<file path="src/rtl/prog_loader.sv">
// prog_loader: packs UART bytes into instruction words {op_code, operand}
// and writes them sequentially into program memory from address 0.
// A session starts on i_start and ends cleanly on HLT (op_code 0), or
// with an error on an unimplemented op_code or on memory overflow.
//
// state     | meaning
// ----------+--------------------------------------------------------
// S_IDLE    | no session since reset, waiting for i_start
// S_WAIT_HI | collecting the high byte (op_code in bits 7:3)
// S_WAIT_LO | collecting the low byte, word written on the next edge
// S_DONE    | HLT written, o_done held until the next i_start
// S_ERR     | invalid op_code or overflow, o_err held until i_start
module prog_loader #(
    parameter int OPBTS    = 5,
    parameter int OPRBTS   = 11,
    parameter int ADDR_BTS = 11,
    parameter int DBTS     = 8
) (
    input  logic                    i_clk,
    input  logic                    i_rst,
    input  logic                    i_start,
    input  logic [DBTS-1:0]         i_rx_data,
    input  logic                    i_rx_done,
    output logic                    o_wr_en,
    output logic [ADDR_BTS-1:0]     o_wr_addr,
    output logic [OPBTS+OPRBTS-1:0] o_wr_data,
    output logic                    o_busy,
    output logic                    o_done,
    output logic [1:0]              o_err,
    output logic [ADDR_BTS:0]       o_count
);

    localparam int IW = OPBTS + OPRBTS;

    // Highest implemented op_code (SUBI); HLT is op_code 0.
    localparam logic [OPBTS-1:0]    OP_MAX   = OPBTS'(7);
    localparam logic [OPBTS-1:0]    OP_HLT   = '0;
    localparam logic [ADDR_BTS-1:0] ADDR_MAX = '1;

    localparam logic [1:0] ERR_NONE   = 2'b00;
    localparam logic [1:0] ERR_OPCODE = 2'b01;
    localparam logic [1:0] ERR_OVFL   = 2'b10;

    typedef enum logic [2:0] {
        S_IDLE,
        S_WAIT_HI,
        S_WAIT_LO,
        S_DONE,
        S_ERR
    } state_t;

    state_t              state;
    logic [DBTS-1:0]     hi_byte;
    logic [ADDR_BTS-1:0] addr;

    logic [OPBTS-1:0] rx_op;
    logic [OPBTS-1:0] hi_op;

    // op_code fields of the incoming byte and of the latched high byte.
    assign rx_op = i_rx_data[DBTS-1 -: OPBTS];
    assign hi_op = hi_byte[DBTS-1 -: OPBTS];

    // Session FSM with all outputs registered; the write pulse lands one
    // cycle after the low-byte strobe and the FSM is already back in
    // S_WAIT_HI, so a strobe in the write cycle is taken as the next high byte.
    always_ff @(posedge i_clk or posedge i_rst) begin
        if (i_rst) begin
            state     <= S_IDLE;
            hi_byte   <= '0;
            addr      <= '0;
            o_wr_en   <= 1'b0;
            o_wr_addr <= '0;
            o_wr_data <= '0;
            o_busy    <= 1'b0;
            o_done    <= 1'b0;
            o_err     <= ERR_NONE;
            o_count   <= '0;
        end else begin
            o_wr_en <= 1'b0;
            case (state)
                S_IDLE, S_DONE, S_ERR: begin
                    // A strobe coinciding with start is discarded.
                    if (i_start) begin
                        state   <= S_WAIT_HI;
                        addr    <= '0;
                        o_count <= '0;
                        o_err   <= ERR_NONE;
                        o_done  <= 1'b0;
                        o_busy  <= 1'b1;
                    end
                end
                S_WAIT_HI: begin
                    if (i_rx_done) begin
                        hi_byte <= i_rx_data;
                        if (rx_op > OP_MAX) begin
                            state  <= S_ERR;
                            o_err  <= ERR_OPCODE;
                            o_busy <= 1'b0;
                        end else begin
                            state <= S_WAIT_LO;
                        end
                    end
                end
                S_WAIT_LO: begin
                    if (i_rx_done) begin
                        o_wr_en   <= 1'b1;
                        o_wr_addr <= addr;
                        o_wr_data <= IW'({hi_byte, i_rx_data});
                        o_count   <= o_count + (ADDR_BTS+1)'(1);
                        if (hi_op == OP_HLT) begin
                            state  <= S_DONE;
                            o_done <= 1'b1;
                            o_busy <= 1'b0;
                        end else if (addr == ADDR_MAX) begin
                            state  <= S_ERR;
                            o_err  <= ERR_OVFL;
                            o_busy <= 1'b0;
                        end else begin
                            addr  <= addr + ADDR_BTS'(1);
                            state <= S_WAIT_HI;
                        end
                    end
                end
                default: begin
                    state  <= S_IDLE;
                    o_busy <= 1'b0;
                end
            endcase
        end
    end

endmodule

</file>
<file path="config.mk">
export PLATFORM = sky130hd
export DESIGN_NAME = prog_loader
export DESIGN_NICKNAME = d
export VERILOG_FILES = /design/src/rtl/prog_loader.sv
export SDC_FILE = /design/constraint.sdc
export NUM_CORES = 1
export LEC_CHECK = 0
export ABC_AREA = 0
export CORE_ASPECT_RATIO = 0.9
export CORE_MARGIN = 4
export CORE_UTILIZATION = 56
export CTS_CLUSTER_DIAMETER = 150
export CTS_CLUSTER_SIZE = 14
export DETAILED_ROUTE_END_ITERATION = 10
export DONT_BUFFER_PORTS = 1
export PLACE_DENSITY = 0.84
export SKIP_LAST_GASP = 1
export SLEW_MARGIN = 25
export SYNTH_ARGS = -nofsm -noshare
export SYNTH_HDL_FRONTEND = slang
export SYNTH_SLANG_ARGS = --single-unit
</file>
<file path="constraint.sdc">
create_clock -name i_clk -period 1.8 [get_ports i_clk]
set_input_delay 0.27 -clock i_clk [delete_from_list [all_inputs] [get_ports i_clk]]
set_output_delay 0.27 -clock i_clk [all_outputs]
set_load 0.1 [all_outputs]
</file>
Word-level counts from Yosys, hierarchy flattened
Cells that the tools add are included.
- output and inout bits: 44
- bits of input ports: 12
- logic and storage cells: 75
- bits in registers: 66
- $lt $le $gt $ge: 1
- equal/unequal tests: 14
- mux-type cells: 35
- add/sub/neg operators: 2
- reductions and logical operators: 13
- operators by type and width (cell ; count):
    two-way mux 11 bit ; 4
    two-way mux 12 bit ; 2
    case mux 12 bit (2 select lines) ; 1
    case mux 11 bit (2 select lines) ; 1
    two-way mux 3 bit ; 6
    != test 2 bit (second input constant) ; 8
    adder 12 x 1 -> 12 bit (second input constant) ; 1
    two-way mux 2 bit ; 6
    adder 11 x 1 -> 11 bit (second input constant) ; 1
    equality test 11 bit (second input constant) ; 1
    two-way mux 1 bit ; 11
    AND reduction 5 bit ; 2
    case mux 3 bit (3 select lines) ; 1
    AND reduction 7 bit ; 1
    equality test 3 x 2 -> 1 bit (second input constant) ; 2
    case mux 2 bit (3 select lines) ; 1
    AND reduction 3 bit ; 2
    greater-than comparator 5 x 3 -> 1 bit (second input constant) ; 1
    logical NOT 5 bit ; 1
    AND reduction 2 bit ; 2
    AND reduction 4 bit ; 1
    equality test 3 x 1 -> 1 bit (second input constant) ; 1
    equality test 3 bit (second input constant) ; 1
    logical NOT 3 bit ; 1
    other kinds (6) ; 6

Depth between registers and ports, before layout
- depth in word-level cells: 5
- mapped depth: 8
- depth with buffers taken out: 6

Worst setup path before layout
OpenSTA, ideal clock, no wires.
- path kind: flip-flop to flip-flop
- from: register o_count[0]
- to: register o_count[10]
- period minus slack after synthesis: 2345 ps
- library setup time: 132 ps
- cell stages (with the launch flop): 7
- path buffers: 0
- data required time: 1668 ps
- setup slack: -545 ps
- arrival: 2213 ps
- cells stage by stage: dfrtp_1 ha_1 nand3_1 or2_2 nor4_2 xnor2_1 nor2_1
- cells in the longest elaborated chain, start to end: 3
- ends and longest elaborated chain (element ; RTL line ; text):
    start: declaration ; 30 ; output logic [ADDR_BTS:0] o_count
    start signal: assignment ; 109 ; o_count <= o_count + (ADDR_BTS+1)'(1);
    adder 12 x 1 -> 12 bit ; 109 ;
    two-way mux 12 bit ; 105 ; if (i_rx_done) begin
    case mux 12 bit (2 select lines) ; 80 ; case (state)
No other way between the ends. The select of a mux whose other input is x is not followed.
A chain may end at the register's enable or synchronous reset.

Worst setup path after layout
- from: register state[0]
- to: register addr[9]
- cells in the longest elaborated chain, start to end: 4
- elaborated cells between the ends (all ways): 12
- those cells by class: eq/ne (7); mux (1); reduce/logical (4)
- ends and longest elaborated chain (element ; RTL line ; text):
    start: declaration ; 52 ; state_t state;
    start signal: assignment ; 68 ; state <= S_IDLE;
    start signal: assignment ; 84 ; state <= S_WAIT_HI;
    start signal: assignment ; 96 ; state <= S_ERR;
    equality test 3 x 2 -> 1 bit, or another cell as far along ; 80 ;
    OR reduction 3 bit ; 80 ;
    != test 2 bit (no source line) / nonzero test 2 bit (equally long branches) ; n/a ;
    AND reduction 5 bit (no source line) ; n/a ;
    end signal: assignment ; 119 ; addr <= addr + ADDR_BTS'(1);
    end: declaration ; 54 ; logic [ADDR_BTS-1:0] addr;
Parallel ways exist; a longest one is shown, timed or not.

==> results.py <==
metrics = {
    "detailed_routing": {
        "wl_per_cell_um": 16.2,
        "initialDrtViolationCount": 195,
        "drtAntennaViolNets": 0,
        "vias": 2673,
        "vias_per_cell": 5.80,
        "drt_pre_antenna_iters": 4,
        "drc": 0,
        "drt-total-wl_um": 7490,
    },
    "clock_network": {
        "clk_path_buf_depth": 2,
        "cts-buffers-inserted": 9,
        "cts_tree": "done",
        "clk_pin_slew_ns": 0.08,
        "root_buffer": "clkbuf_8",
        "clk_latency_ns": 0.35,
        "cts-htree-levels": 3,
        "clkSinkCount": 66,
    },
    "global_route": {
        "antenna_found_initial": 0,
        "grt_pass1_vias": 2655,
        "overflow": 0,
        "grt_pass1_wl_um": 12200,
        "grt_util_all_layers_pct": 22.9,
        "grt_max_degree": 47,
    },
    "synth": {
        "synth_fp_nets": 343,
        "synth.area.top_cells": "dfrtp_1, nand2_1, o21ai_0, mux2_2, o31ai_1",
        "synth_xor_area_share_pct": 1.71,
        "syn_avg_cell_area_um2": 9.32,
        "synth_top_family_by_area": "simple AND/OR/NAND/NOR gates",
        "synth.area.mux_share_pct": 3.27,
        "yosys.area.top_type": "dfrtp_1",
        "synth-simple-area-share_pct": 26.9,
        "ys.warnings.count": 0,
        "synth_compound_area_share_pct": 10.2,
        "async_flop_share_pct": 100,
        "dominantRegCellSynth": "dfrtp_1",
        "ys_seq_area_share_pct": 53.9,
        "yosys-top-cells-count": "nand2_1, dfrtp_1, o21ai_0, clkbuf_1, nor2_1",
        "ys_ff_latch": 66,
        "ys_types": 46,
        "syn_inst": 329,
        "syn_area_mm2": 0.00307,
        "yosys.area_share.adder_pct": 0.816,
        "synth_most_common_cell": "nand2_1",
        "synth_edf_count": 0,
        "yosysTopAreaCellShare_pct": 53.9,
    },
    "setup_path": {
        "path_common_cell": "nand3_4",
        "startpoint_type": "flip-flop",
        "crit_fanout": 9,
        "cp-startpoint": "state[0]$_DFFE_PP0P_",
        "rr_worst_depth": 5,
        "worst-path-stages": 5,
        "cp-end-kind": "flip-flop",
        "regToRegEndpoint": "addr[9]$_DFFE_PP0P_",
        "worstPathRequired_ns": 2.08,
        "path_class": "flip-flop to flip-flop",
        "endpoint": "addr[9]$_DFFE_PP0P_",
        "rr_startpoint": "state[0]$_DFFE_PP0P_",
        "cp.buffers_inverters": 0,
        "cp_cell_sequence": "or3b_4, nand3_4, nand3_4, or4_4, a21oi_2",
        "cp_slowest_cell": "or4_4",
        "crit_family": "simple AND/OR/NAND/NOR gates",
        "slowest_delay_ns": 0.50,
        "cp_data_arrival_time_ns": 2.03,
        "r2r_setup_slack_ns": 0.04,
    },
    "min_path": {
        "hold_class": "input port to flip-flop",
    },
    "timing": {
        "drv_slew": 0,
        "period_needed_ns": 1.76,
        "timing.slew.headroom_pct": 66.0,
        "fin_skew_ns": 0.0121,
        "max_slew.worst_pin.slew_ns": 0.508,
        "fin_crit_sh_pct": 97.7,
        "setup_violations": 0,
        "finalHoldViolCount": 0,
        "rsz0062_at_grt": "true",
        "fmax_mhz": 569,
    },
    "place": {
        "io_buffers": 0,
        "gp_congestion": 0.805,
        "hpwl_um": 5010,
    },
    "die": {
        "initial_core_util_pct": 58.0,
        "die_h_um": 78.2,
        "fp.dieW_um": 86.0,
        "core_mm2": 0.00529,
        "pin_count": 56,
        "design.die.area_mm2": 0.00672,
        "rows": 25,
    },
    "pwr": {
        "peakVddDrop_v": 0.00125,
        "power.internal_mw": 3.76,
        "power.density_mw_per_mm2": 1870,
        "p_sw_mw": 3.57,
        "pwr-share-seq_pct": 28.4,
        "leakage_nw": 1.89,
        "sw_frac_of_total_pct": 48.7,
        "clkPwrFrac_pct": 20.6,
        "finalPower_mw": 7.32,
        "combinationalPowerShare_pct": 51.0,
    },
    "run": {
        "maxCapViolations": 0,
    },
    "final_layout": {
        "layout.nets": 403,
        "antenna_cells": 0,
        "final_util_pct": 73.9,
        "fill_cells": 373,
        "synthToLayoutAreaGrowth_pct": 27.5,
        "layout-drive-gt1-share_pct": 28.4,
    },
    "status": {
        "status": "finished, final reports clean",
    },
}
worst min-delay path by stage:
stage / start / end / slack, ns / cells past startpoint
final: i_rx_data[6] / o_wr_data[6]$_DFFE_PP0P_ / 0.02 / 2
after global routing: i_rx_data[2] / o_wr_data[2]$_DFFE_PP0P_ / 0.02 / 2
after CTS: i_rx_data[2] / o_wr_data[2]$_DFFE_PP0P_ / 0.02 / 2
after detailed placement: i_rst / state[0]$_DFFE_PP0P_ / 0.20 / 1
after global placement: i_rst / o_err[0]$_DFFE_PP0P_ / 0.19 / 1
after floorplan: i_rx_data[0] / o_wr_data[0]$_DFFE_PP0P_ / 0.38 / 2
what timing repair did:
item / CTS / global route
endpoints found under the hold margin: 20 / 0
pin swaps: 0 / 5
hold buffers: 1 / 0
resized for setup: 1 / 7
setup buffers: 1 / 2
endpoints found under the setup margin: 2 / 38
power by group through the flow:
stage | clock network [mW] | logic [mW] | registers [mW]
final | 1.51 | 3.74 | 2.08
after floorplan | 0 | 1.09 | 3.81
after global placement | 0 | 3.53 | 2.08
after CTS | 1.51 | 3.66 | 2.08
after detailed placement | 0 | 3.61 | 2.10
after global routing | 1.57 | 3.94 | 2.12
registers in the layout, summed over array words and instances, names as in the netlist:
name / cells
hi_byte: 8
o_wr_en: 1
o_err: 2
addr: 11
o_done: 1
o_count: 12
o_wr_addr: 11
o_wr_data: 16
state: 3
o_busy: 1
placed cells by master (no fill, tap or decap), types with 6 or more instances in the layout:
| cell type | instances |
|---|---|
| nand2_1 | 106 |
| o31ai_1 | 7 |
| o21ai_0 | 21 |
| clkbuf_8 | 9 |
| nor2_1 | 11 |
| dfrtp_1 | 59 |
| nand3_1 | 8 |
| mux2_2 | 8 |
| a21oi_1 | 9 |
| buf_4 | 64 |
| nor2b_1 | 6 |
through the flow:
stage          setup slack, ns  instances  hold WS [ns]  instance area, µm²  setup TNS (ns)
2_1_floorplan          -0.0581        329         0.375                3110         -0.0581
3_3_place_gp            0.0575        441         0.194                3600               0
3_5_place_dp           0.00610        441         0.201                3600               0
4_1_cts                 0.0124        459        0.0227                3860               0
5_1_grt                -0.0321        461        0.0193                3910          -0.121
6_report                0.0416        461        0.0241                3910               0
cell type report:
class / count / area [µm²] / area share (%)
clock inverters: 6 / 115 / 2.94
multi-input cells: 240 / 1370 / 34.9
clock buffers: 10 / 128 / 3.27
repair buffers: 67 / 526 / 13.4
well taps: 67 / 83.8 / 2.14
flip-flops and latches: 66 / 1670 / 42.6
inverters: 5 / 26.3 / 0.672
worst reg2reg max path, cell delays in order, from the launching register on:
cell and delay, ns:
dfrtp_1 0.41, or3b_4 0.41, nand3_4 0.10, nand3_4 0.12, or4_4 0.50, a21oi_2 0.15
logic make-up (layout without fill, tap and decap cells):
family | Yosys count | in the layout
adders and majority gates | 2 | 2
AOI/OAI and AO/OA | 52 | 52
and+or+nand+nor | 171 | 171
buffers and inverters | 23 | 88
DFF | 66 | 66
xor gates and xnor gates | 6 | 6
muxes | 9 | 9
metal layers:
metal	vias to the layer above	track usage (%)	share of wire, %
met4	0	11.4	1.8
met2	98	36.5	49
met5	-	0	0
met3	16	5.04	7.2
li1	1249	-	-
met1	1310	29.5	42
Power figures use the tool's default switching activity.
